**config.mk**
```make
export PLATFORM = sky130hd
export DESIGN_NAME = pe_mac_param
export DESIGN_NICKNAME = d
export VERILOG_FILES = /design/src/rtl/tpu_pe_pkg.sv /design/src/rtl/pe_narrow.sv /design/src/rtl/pe_mac_param.sv
export SDC_FILE = /design/constraint.sdc
export NUM_CORES = 1
export LEC_CHECK = 0
export CORE_MARGIN = 2
export CORE_UTILIZATION = 52
export CTS_CLUSTER_SIZE = 28
export DETAILED_ROUTE_END_ITERATION = 10
export GPL_ROUTABILITY_DRIVEN = 0
export PLACE_DENSITY = 0.83
export SLEW_MARGIN = 30
export SYNTH_ARGS = -nofsm -noshare
export SYNTH_HDL_FRONTEND = slang
export SYNTH_HIERARCHICAL = 1
export SYNTH_SLANG_ARGS = --single-unit
```
**constraint.sdc**
```tcl
create_clock -name clk -period 7.45 [get_ports clk]
set_input_delay 1.49 -clock clk [delete_from_list [all_inputs] [get_ports clk]]
set_output_delay 1.49 -clock clk [all_outputs]
set_load 0.05 [all_outputs]
```
**src/rtl/tpu_pe_pkg.sv**
```systemverilog
// ============================================================================
// tpu_pe_pkg
// ----------------------------------------------------------------------------
// Shared definitions for the systolic-array processing elements and the
// array output stage.
//   MAC_CNT_W   width of the per-PE MAC counter
//   NARROW_W    widest accumulator the shared narrowing helper accepts
//   sat_narrow  clamps a signed value to the signed range of a given width
// ============================================================================
package tpu_pe_pkg;

    localparam int MAC_CNT_W = 16;
    localparam int NARROW_W  = 64;

    // Clamp a sign-extended value into [-2^(ow-1), 2^(ow-1)-1]. The result
    // is returned at full width; callers keep the low ow bits.
    function automatic logic signed [NARROW_W-1:0] sat_narrow(
        input logic signed [NARROW_W-1:0] val,
        input int unsigned                ow
    );
        logic signed [NARROW_W-1:0] hi;
        logic signed [NARROW_W-1:0] lo;
        hi = (64'sd1 <<< (ow - 1)) - 64'sd1;
        lo = -(64'sd1 <<< (ow - 1));
        if (val > hi) begin
            return hi;
        end else if (val < lo) begin
            return lo;
        end
        return val;
    endfunction

endpackage : tpu_pe_pkg

```
**src/rtl/pe_narrow.sv**
```systemverilog
// ============================================================================
// pe_narrow
// ----------------------------------------------------------------------------
// Combinational result narrowing: arithmetic right shift by SHIFT, then
// reduction from ACC_W to OW bits, plus detection of information loss.
// Reused by the array edge accumulators.
//
// Build option PE_SAT_EN:
//   defined   - result clamps to the signed OW range; clip_o flags a clamp
//   undefined - result keeps the low OW bits (wraps); clip_o flags that the
//               discarded upper bits were not a sign extension
//
// Ports
//   acc_i   in   ACC_W  accumulator value (signed two's complement)
//   nar_o   out  OW     narrowed result
//   clip_o  out  1      narrowed result differs from the shifted value
// ============================================================================
module pe_narrow
    import tpu_pe_pkg::*;
#(
    parameter int ACC_W = 24,
    parameter int OW    = 8,
    parameter int SHIFT = 0
) (
    input  logic [ACC_W-1:0] acc_i,
    output logic [OW-1:0]    nar_o,
    output logic             clip_o
);

    logic signed [ACC_W-1:0] shifted;

    assign shifted = $signed(acc_i) >>> SHIFT;

`ifdef PE_SAT_EN
    logic signed [NARROW_W-1:0] shifted_ext;
    logic signed [NARROW_W-1:0] clamped;

    // NOTE: every signal driven from always_comb gets a value on every path
    // (here by straight-line assignment); a missing path infers a latch.
    always_comb begin
        shifted_ext = NARROW_W'(shifted);
        clamped     = sat_narrow(shifted_ext, OW);
        nar_o       = clamped[OW-1:0];
        clip_o      = (clamped != shifted_ext);
    end
`else
    logic signed [ACC_W-1:0] rebuilt;

    always_comb begin
        nar_o   = shifted[OW-1:0];
        // Sign-extending the kept bits back out reproduces the shifted value
        // only when nothing significant was discarded.
        rebuilt = ACC_W'($signed(nar_o));
        clip_o  = (rebuilt != shifted);
    end
`endif

endmodule : pe_narrow

```
**src/rtl/pe_mac_param.sv**
```systemverilog
// ============================================================================
// pe_mac_param
// ----------------------------------------------------------------------------
// Parametrised output-stationary systolic-array processing element.
// Signed MAC into a wide wrapping accumulator, one-cycle forwarding of the
// operands to the east/south neighbours, and a c_in -> c_out drain chain
// through which narrowed results leave the array row.
// Build option PE_SAT_EN (see pe_narrow) selects saturating narrowing.
//
// Ports
//   clk        in   1          clock, rising edge
//   rst        in   1          synchronous reset, active-low
//   clear      in   1          zero accumulator, mac_cnt and ovf
//   a_in       in   DW         operand A from west (signed)
//   a_vld_in   in   1          a_in valid
//   b_in       in   DW         operand B from north (signed)
//   b_vld_in   in   1          b_in valid
//   a_out      out  DW         a_in delayed one cycle, to east
//   a_vld_out  out  1          a_vld_in delayed one cycle
//   b_out      out  DW         b_in delayed one cycle, to south
//   b_vld_out  out  1          b_vld_in delayed one cycle
//   load       in   1          capture narrowed accumulator into c_out
//   shift      in   1          move c_in into c_out
//   c_in       in   OW         result from upstream PE
//   c_vld_in   in   1          c_in valid
//   c_out      out  OW         result register
//   c_vld_out  out  1          c_out valid
//   mac_cnt    out  16         MACs since clear/reset, saturating
//   ovf        out  1          sticky narrowing-loss flag
// ============================================================================
module pe_mac_param
    import tpu_pe_pkg::*;
#(
    parameter int DW    = 8,
    parameter int ACC_W = 24,
    parameter int OW    = 8,
    parameter int SHIFT = 0
) (
    input  logic                 clk,
    input  logic                 rst,
    input  logic                 clear,
    input  logic [DW-1:0]        a_in,
    input  logic                 a_vld_in,
    input  logic [DW-1:0]        b_in,
    input  logic                 b_vld_in,
    output logic [DW-1:0]        a_out,
    output logic                 a_vld_out,
    output logic [DW-1:0]        b_out,
    output logic                 b_vld_out,
    input  logic                 load,
    input  logic                 shift,
    input  logic [OW-1:0]        c_in,
    input  logic                 c_vld_in,
    output logic [OW-1:0]        c_out,
    output logic                 c_vld_out,
    output logic [MAC_CNT_W-1:0] mac_cnt,
    output logic                 ovf
);

    // ------------------------------------------------------------------
    // State
    // ------------------------------------------------------------------
    logic [ACC_W-1:0]     acc_q,     acc_d;
    logic [MAC_CNT_W-1:0] mac_cnt_q, mac_cnt_d;
    logic                 ovf_q,     ovf_d;
    logic [OW-1:0]        c_q,       c_d;
    logic                 c_vld_q,   c_vld_d;
    logic [DW-1:0]        a_q, b_q;
    logic                 a_vld_q, b_vld_q;

    // ------------------------------------------------------------------
    // Datapath
    // ------------------------------------------------------------------
    logic                    fire;
    logic signed [2*DW-1:0]  prod;
    logic signed [ACC_W-1:0] prod_ext;
    logic [ACC_W-1:0]        acc_base;
    logic [OW-1:0]           nar;
    logic                    clip;

    assign fire     = a_vld_in & b_vld_in;
    assign prod     = $signed(a_in) * $signed(b_in);
    assign prod_ext = ACC_W'(prod);

    // Narrowing always looks at the registered acc, i.e. the value before
    // this cycle's MAC or clear takes effect.
    pe_narrow #(
        .ACC_W (ACC_W),
        .OW    (OW),
        .SHIFT (SHIFT)
    ) u_narrow (
        .acc_i  (acc_q),
        .nar_o  (nar),
        .clip_o (clip)
    );

    always_comb begin
        // clear with fire restarts from the new product, no bubble.
        acc_base  = clear ? '0 : acc_q;
        acc_d     = acc_base;
        mac_cnt_d = clear ? '0 : mac_cnt_q;
        if (fire) begin
            acc_d = acc_base + prod_ext;
            if (mac_cnt_d != '1) begin
                mac_cnt_d = mac_cnt_d + MAC_CNT_W'(1);
            end
        end

        // A load coinciding with clear still reports its own clip, so the
        // loss on the value just captured is never hidden.
        ovf_d = (clear ? 1'b0 : ovf_q) | (load & clip);

        c_d     = c_q;
        c_vld_d = c_vld_q;
        if (load) begin
            c_d     = nar;
            c_vld_d = 1'b1;
        end else if (shift) begin
            c_d     = c_in;
            c_vld_d = c_vld_in;
        end
    end

    // NOTE: sequential state uses non-blocking assignments so every register
    // samples the pre-edge values, independent of statement order.
    always_ff @(posedge clk) begin
        if (!rst) begin
            acc_q     <= '0;
            mac_cnt_q <= '0;
            ovf_q     <= 1'b0;
            c_q       <= '0;
            c_vld_q   <= 1'b0;
            a_q       <= '0;
            a_vld_q   <= 1'b0;
            b_q       <= '0;
            b_vld_q   <= 1'b0;
        end else begin
            acc_q     <= acc_d;
            mac_cnt_q <= mac_cnt_d;
            ovf_q     <= ovf_d;
            c_q       <= c_d;
            c_vld_q   <= c_vld_d;
            // Forwarding is unconditional so the wavefront keeps moving even
            // when the partner operand is invalid.
            a_q       <= a_in;
            a_vld_q   <= a_vld_in;
            b_q       <= b_in;
            b_vld_q   <= b_vld_in;
        end
    end

    assign a_out     = a_q;
    assign a_vld_out = a_vld_q;
    assign b_out     = b_q;
    assign b_vld_out = b_vld_q;
    assign c_out     = c_q;
    assign c_vld_out = c_vld_q;
    assign mac_cnt   = mac_cnt_q;
    assign ovf       = ovf_q;

endmodule : pe_mac_param

```
After elaboration in Yosys (flattened, before gate mapping)
Cells that the tools add are included.
{"block": "word_totals", "ff_bits": 68, "latchBits": 0, "ramBits": 0, "mem_bits_ro": 0, "memories": 0}
{"block": "op_classes", "n_addsub": 2, "multipliers": 1, "div": 0, "magnitude_cmp": 0, "eq_ne": 2, "shift": 0, "n_mux": 10, "bitwise": 3, "reduce_logical": 1}
{"operator": "$mux 16", "n": 3}
{"operator": "$mux 24", "n": 2}
{"operator": "$add 24x24->24", "n": 1}
{"operator": "$add 16x1->16 const B", "n": 1}
{"operator": "$mul 8x8->16", "n": 1}
{"operator": "$mux 8", "n": 2}
{"operator": "$ne 1x16->1", "n": 1}
{"operator": "$ne 16x16->1 const B", "n": 1}
{"operator": "$mux 1", "n": 3}
{"operator": "$and 1x1->1", "n": 2}
{"operator": "$reduce_bool 2->1", "n": 1}
{"operator": "$or 1x1->1", "n": 1}

Longest topological paths before layout
{"block": "depth", "word_depth": 4, "ltp_mapped": 29}

Modules after synthesis
Netlist, hierarchy kept.
{"module": "pe_mac_param", "n_inst": 1, "cells_each": 768, "area_per_inst_um2": 6451.2, "seq_area_each_um2": 1361.3}
{"module": "pe_narrow", "n_inst": 1, "cells_each": 23, "area_per_inst_um2": 146.4, "seq_area_each_um2": 0.0}

Least setup slack after synthesis
No wires, ideal clock.
{"block": "synth_timing", "path_type": "input-to-reg", "start": "input a_in[3]", "end": "register acc_q[23]", "t_arrival_ns": 7.359, "t_required_ns": 7.330, "setup_slack_ns": -0.029, "stages": 28, "n_path_buf": 0, "path_cell_list": "and2_1 > fa_1 > inv_1 > fa_1 > inv_1 > fa_1 > inv_1 > fa_1 > inv_1 > ha_1 > a21oi_1 > o21bai_1 > a21oi_1 > o21bai_1 > a21oi_1 > o21bai_1 > a21oi_1 > xnor2_1 > ha_1 > a21oi_1 > o21ai_0 > a211oi_2 > nor3_1 > or4_4 > a211oi_1 > o31ai_1 > a21oi_1 > nor3b_2"}
{"block": "synth_between", "elab_chain_cells": 3}
{"item": "start, declared", "line_no": "pe_mac_param.sv:42", "source": "input logic [DW-1:0] a_in,"}
{"item": "$mul 8x8->16", "line_no": "pe_mac_param.sv:82", "source": "assign prod = $signed(a_in) * $signed(b_in);"}
{"item": "$add 24x24->24", "line_no": "pe_mac_param.sv:103", "source": "acc_d = acc_base + prod_ext;"}
{"item": "$mux 24", "line_no": "pe_mac_param.sv:102", "source": "if (fire) begin"}
{"item": "end signal, assigned", "line_no": "pe_mac_param.sv:128", "source": "acc_q <= '0;"}
{"item": "end signal, assigned", "line_no": "pe_mac_param.sv:138", "source": "acc_q <= acc_d;"}
{"item": "end, declared", "line_no": "pe_mac_param.sv:63", "source": "logic [ACC_W-1:0] acc_q, acc_d;"}
No other way between the ends.
A chain may end at the register's enable or synchronous reset.

Worst setup path after layout
{"block": "layout_timing", "start": "input b_in[4]", "end": "register acc_q[23]"}
{"block": "layout_between", "elab_chain_cells": 3}
{"item": "start, declared", "line_no": "pe_mac_param.sv:44", "source": "input logic [DW-1:0] b_in,"}
{"item": "$mul 8x8->16", "line_no": "pe_mac_param.sv:82"}
{"item": "$add 24x24->24", "line_no": "pe_mac_param.sv:103"}
{"item": "$mux 24", "line_no": "pe_mac_param.sv:102"}
No other way between the ends.

==> flow_metrics.tcl <==
set metrics [dict create \
    syn_inst 791 \
    synth.mux.area_fraction_pct 2.029 \
    yosys_warnings 6 \
    syn_area_um2 6598 \
    grt_pass1_vias 6143 \
    fp.coreArea_um2 12520 \
    wire_per_inst_um 16.60 \
    comb_power_share_pct 79.3 \
    min_path_cells 2 \
    startpoint_type "input port" \
    peakVddDrop_mv 0.3273 \
    ios 76 \
    cpMaxStageDelayCell "fa_2" \
    slew_violations 0 \
    yosysUniqueCellTypes 61 \
    status "finished clean" \
    rows 41 \
    die_w_um 116.6 \
    setup_slack_ns 0.03318 \
    critical_path_peak_fanout 7 \
    power_frac_clock_pct 10.1 \
    synth_edf_count 0 \
    ctsLongestPathBuffers 2 \
    reg2regPathDepth 11 \
    synth_compound_gate_area_share_pct 13.01 \
    yosys_most_used_dff "dfxtp_1" \
    hold_slack_ns 0.4820 \
    synth_xor_area_share_pct 6.467 \
    endpoint_kind "register" \
    initial_utilization_pct 52.71 \
    nets 1100 \
    io_buffers 75 \
    grtUsageTotal_pct 26.21 \
    synth-simple-area-share_pct 23.31 \
    ant_nets 0 \
    layout-drive-gt1-share_pct 22.59 \
    finalCriticalPeriod_ns 7.417 \
    synth_area_leader_cell "dfxtp_1" \
    hold_violations 0 \
    synthAdderAreaFrac_pct 26.82 \
    clock_tree.root_cell "clkbuf_16" \
    wl_um 18870 \
    pwr-share-seq_pct 10.6 \
    p_leak_nw 3.936 \
    place_ws_ns -0.7739 \
    synthTopCellsByArea "dfxtp_1 (21%), fa_1 (17%), ha_1 (9.7%), and2_1 (6.3%), inv_1 (5.5%)" \
    numCtsBuffers 9 \
    tritoncts "yes" \
    cp.arrival_ns 7.64 \
    post-dp-hpwl_um 12560 \
    viasPerCell 5.547 \
    period_share_pct 99.55 \
    grt_max_degree 42 \
    intPower_mw 2.332 \
    synthArstFlopShare_pct 0 \
    tightest_slew_ns 0.9448 \
    ctsHtreeMaxLevel 3 \
    final_util_pct 70.11 \
    critPathMaxStageDelay_ns 0.57 \
    antenna_found_initial 0 \
    antenna_cells 0 \
    die-height_um 116.6 \
    synth_most_common_cell "inv_1" \
    fin_skew_ns 0.006039 \
    vias 6307 \
    grt_pass1_wl_um 28280 \
    crit_top_cell "a21oi_2" \
    clk_latency_ns 0.35 \
    synth_area_per_cell_um2 8.341 \
    crit_type "input port to register" \
    cp.required_ns 7.67 \
    grt-ovfl-total 0 \
    fin_area_um2 8776 \
    synth_top_area_share_pct 20.63 \
    drt_pass1_iterations 6 \
    max_freq_mhz 134.8 \
    syn_to_final_growth_pct 33.02 \
    place_area_um2 8192 \
    die_area_um2 13600 \
    clock-sinks 68 \
    yosys_register_bits 68 \
    synthTopCellsByCount "inv_1 (97), dfxtp_1 (68), nand2_1 (68), and2_1 (66), nor2_1 (60)" \
    synth_top_family_by_area "adder cells" \
    switching_share_pct 45.97 \
    power_density_nw_per_um2 491.8 \
    cap_violations 0 \
    synth-seq-area-share_pct 20.63 \
    clkTransAtPathRegs_ns 0.06 \
    drcViolationCount 0 \
    max_slew_margin_pct 36.82 \
    net-switching-power_mw 1.984 \
    drt_iter0_markers 461 \
    synth_nets 930 \
    min_path_type "register to register" \
    setup_viol 0 \
]
-- layer usage --
metal	global-route usage, %	up-vias	wire (um)
met5	0	-	0
met4	9.412	0	657
met3	4.463	79	1137
met2	46.47	260	9344
met1	32.13	3028	7733
li1	-	2940	-
-- power groups by stage --
stage	Sequential, mW	Clock (mW)	Combinational, mW
global placement	0.461	0	2.81
floorplan	0.492	0	1.80
CTS	0.457	0.432	3.07
detailed placement	0.463	0	2.90
global route	0.465	0.450	3.69
finish	0.458	0.435	3.42
-- state kept, by name, summed over array words and instances (netlist names) --
signal and cells:
b_vld_out 1, b_out 8, acc_q 24, ovf 1
mac_cnt 16, a_out 8, c_vld_out 1, a_vld_out 1
c_out 8
-- worst max-delay path, delay by kind of cell --
family / cells / cell delay (ns)
adder cells (fa/ha/maj): 6 / 2.46
AND/OR/NAND/NOR: 8 / 1.17
XOR/XNOR: 1 / 0.09
buffers and inverters: 7 / 0.62
AO/OA/AOI/OAI: 10 / 1.80
-- cells by family (layout without fill, tap and decap cells) --
logic type	after synthesis	after routing
XOR/XNOR	47	47
adder cells (fa/ha/maj)	108	108
multiplexers	13	13
AO/OA/AOI/OAI	130	130
flip-flops	68	68
AND/OR/NAND/NOR	299	299
buffers and inverters	126	300
-- placed cells by master (no fill, tap or decap), types with 5 or more instances in the layout --
| cell | synthesis | layout |
|---|---|---|
| mux2i_1 | 10 | 10 |
| a21o_1 | 7 | 7 |
| a21oi_1 | 57 | 49 |
| dfxtp_1 | 68 | 68 |
| buf_4 | 8 | 97 |
| and3_1 | 5 | 5 |
| clkbuf_16 | 0 | 9 |
| and2_1 | 66 | 59 |
| buf_6 | 1 | 13 |
| nor2b_1 | 34 | 33 |
| clkbuf_2 | 0 | 10 |
| or3_1 | 8 | 7 |
| nand4_1 | 9 | 9 |
| ha_1 | 51 | 42 |
| a211oi_2 | 3 | 5 |
| xnor2_1 | 31 | 31 |
| nor2_1 | 60 | 59 |
| xor2_1 | 14 | 14 |
| a211oi_1 | 8 | 6 |
| fa_1 | 56 | 53 |
| nand2_1 | 68 | 64 |
| ha_4 | 0 | 7 |
| o21bai_1 | 7 | 7 |
| nor3_1 | 13 | 12 |
| nand3_1 | 15 | 14 |
| and2_4 | 0 | 7 |
| nor4_1 | 5 | 5 |
| inv_2 | 0 | 13 |
| a21oi_2 | 0 | 8 |
| inv_1 | 97 | 84 |
| o21ai_0 | 20 | 17 |
| clkdlybuf4s50_1 | 0 | 59 |
-- cell type report --
type                       count  area, um^2
multi-input combinational    597        4964
fill                         896        3741
timing repair buffer         185        1568
sequential                    68        1361
inverter                     100       375.4
clock buffer                  11       242.7
tap                          172       215.2
clock inverter                 4       50.05
-- path summary, 6_finish.rpt --
check / from / to / slack, ns
max: b_in[4] / acc_q[23]$_SDFF_PN0_ / 0.03
min: acc_q[4]$_SDFF_PN0_ / c_out[4]$_SDFFE_PN0P_ / 0.48
max reg2reg: acc_q[1]$_SDFF_PN0_ / acc_q[23]$_SDFF_PN0_ / 4.25
min reg2reg: acc_q[4]$_SDFF_PN0_ / c_out[4]$_SDFFE_PN0P_ / 0.48
-- through the flow --
step / cells / total power [mW] / TNS (ns)
6_report: 1137 / 4.316 / 0
5_1_grt: 1137 / 4.601 / -0.4490
4_1_cts: 1134 / 3.963 / 0
3_5_place_dp: 1113 / 3.361 / -4.382
3_3_place_gp: 1113 / 3.273 / -2.528
2_1_floorplan: 791 / 2.292 / 0
-- timing repair --
| action | in CTS | in global routing |
|---|---|---|
| setup endpoints to repair | 7 | 8 |
| hold endpoints to repair | 0 | 0 |
| buffers inserted | 6 | 3 |
| hold buffers | 0 | 0 |
| gates resized for setup | 51 | 81 |
| pin swaps | 23 | 40 |
Note: power is estimated with default switching activity, not from simulation.
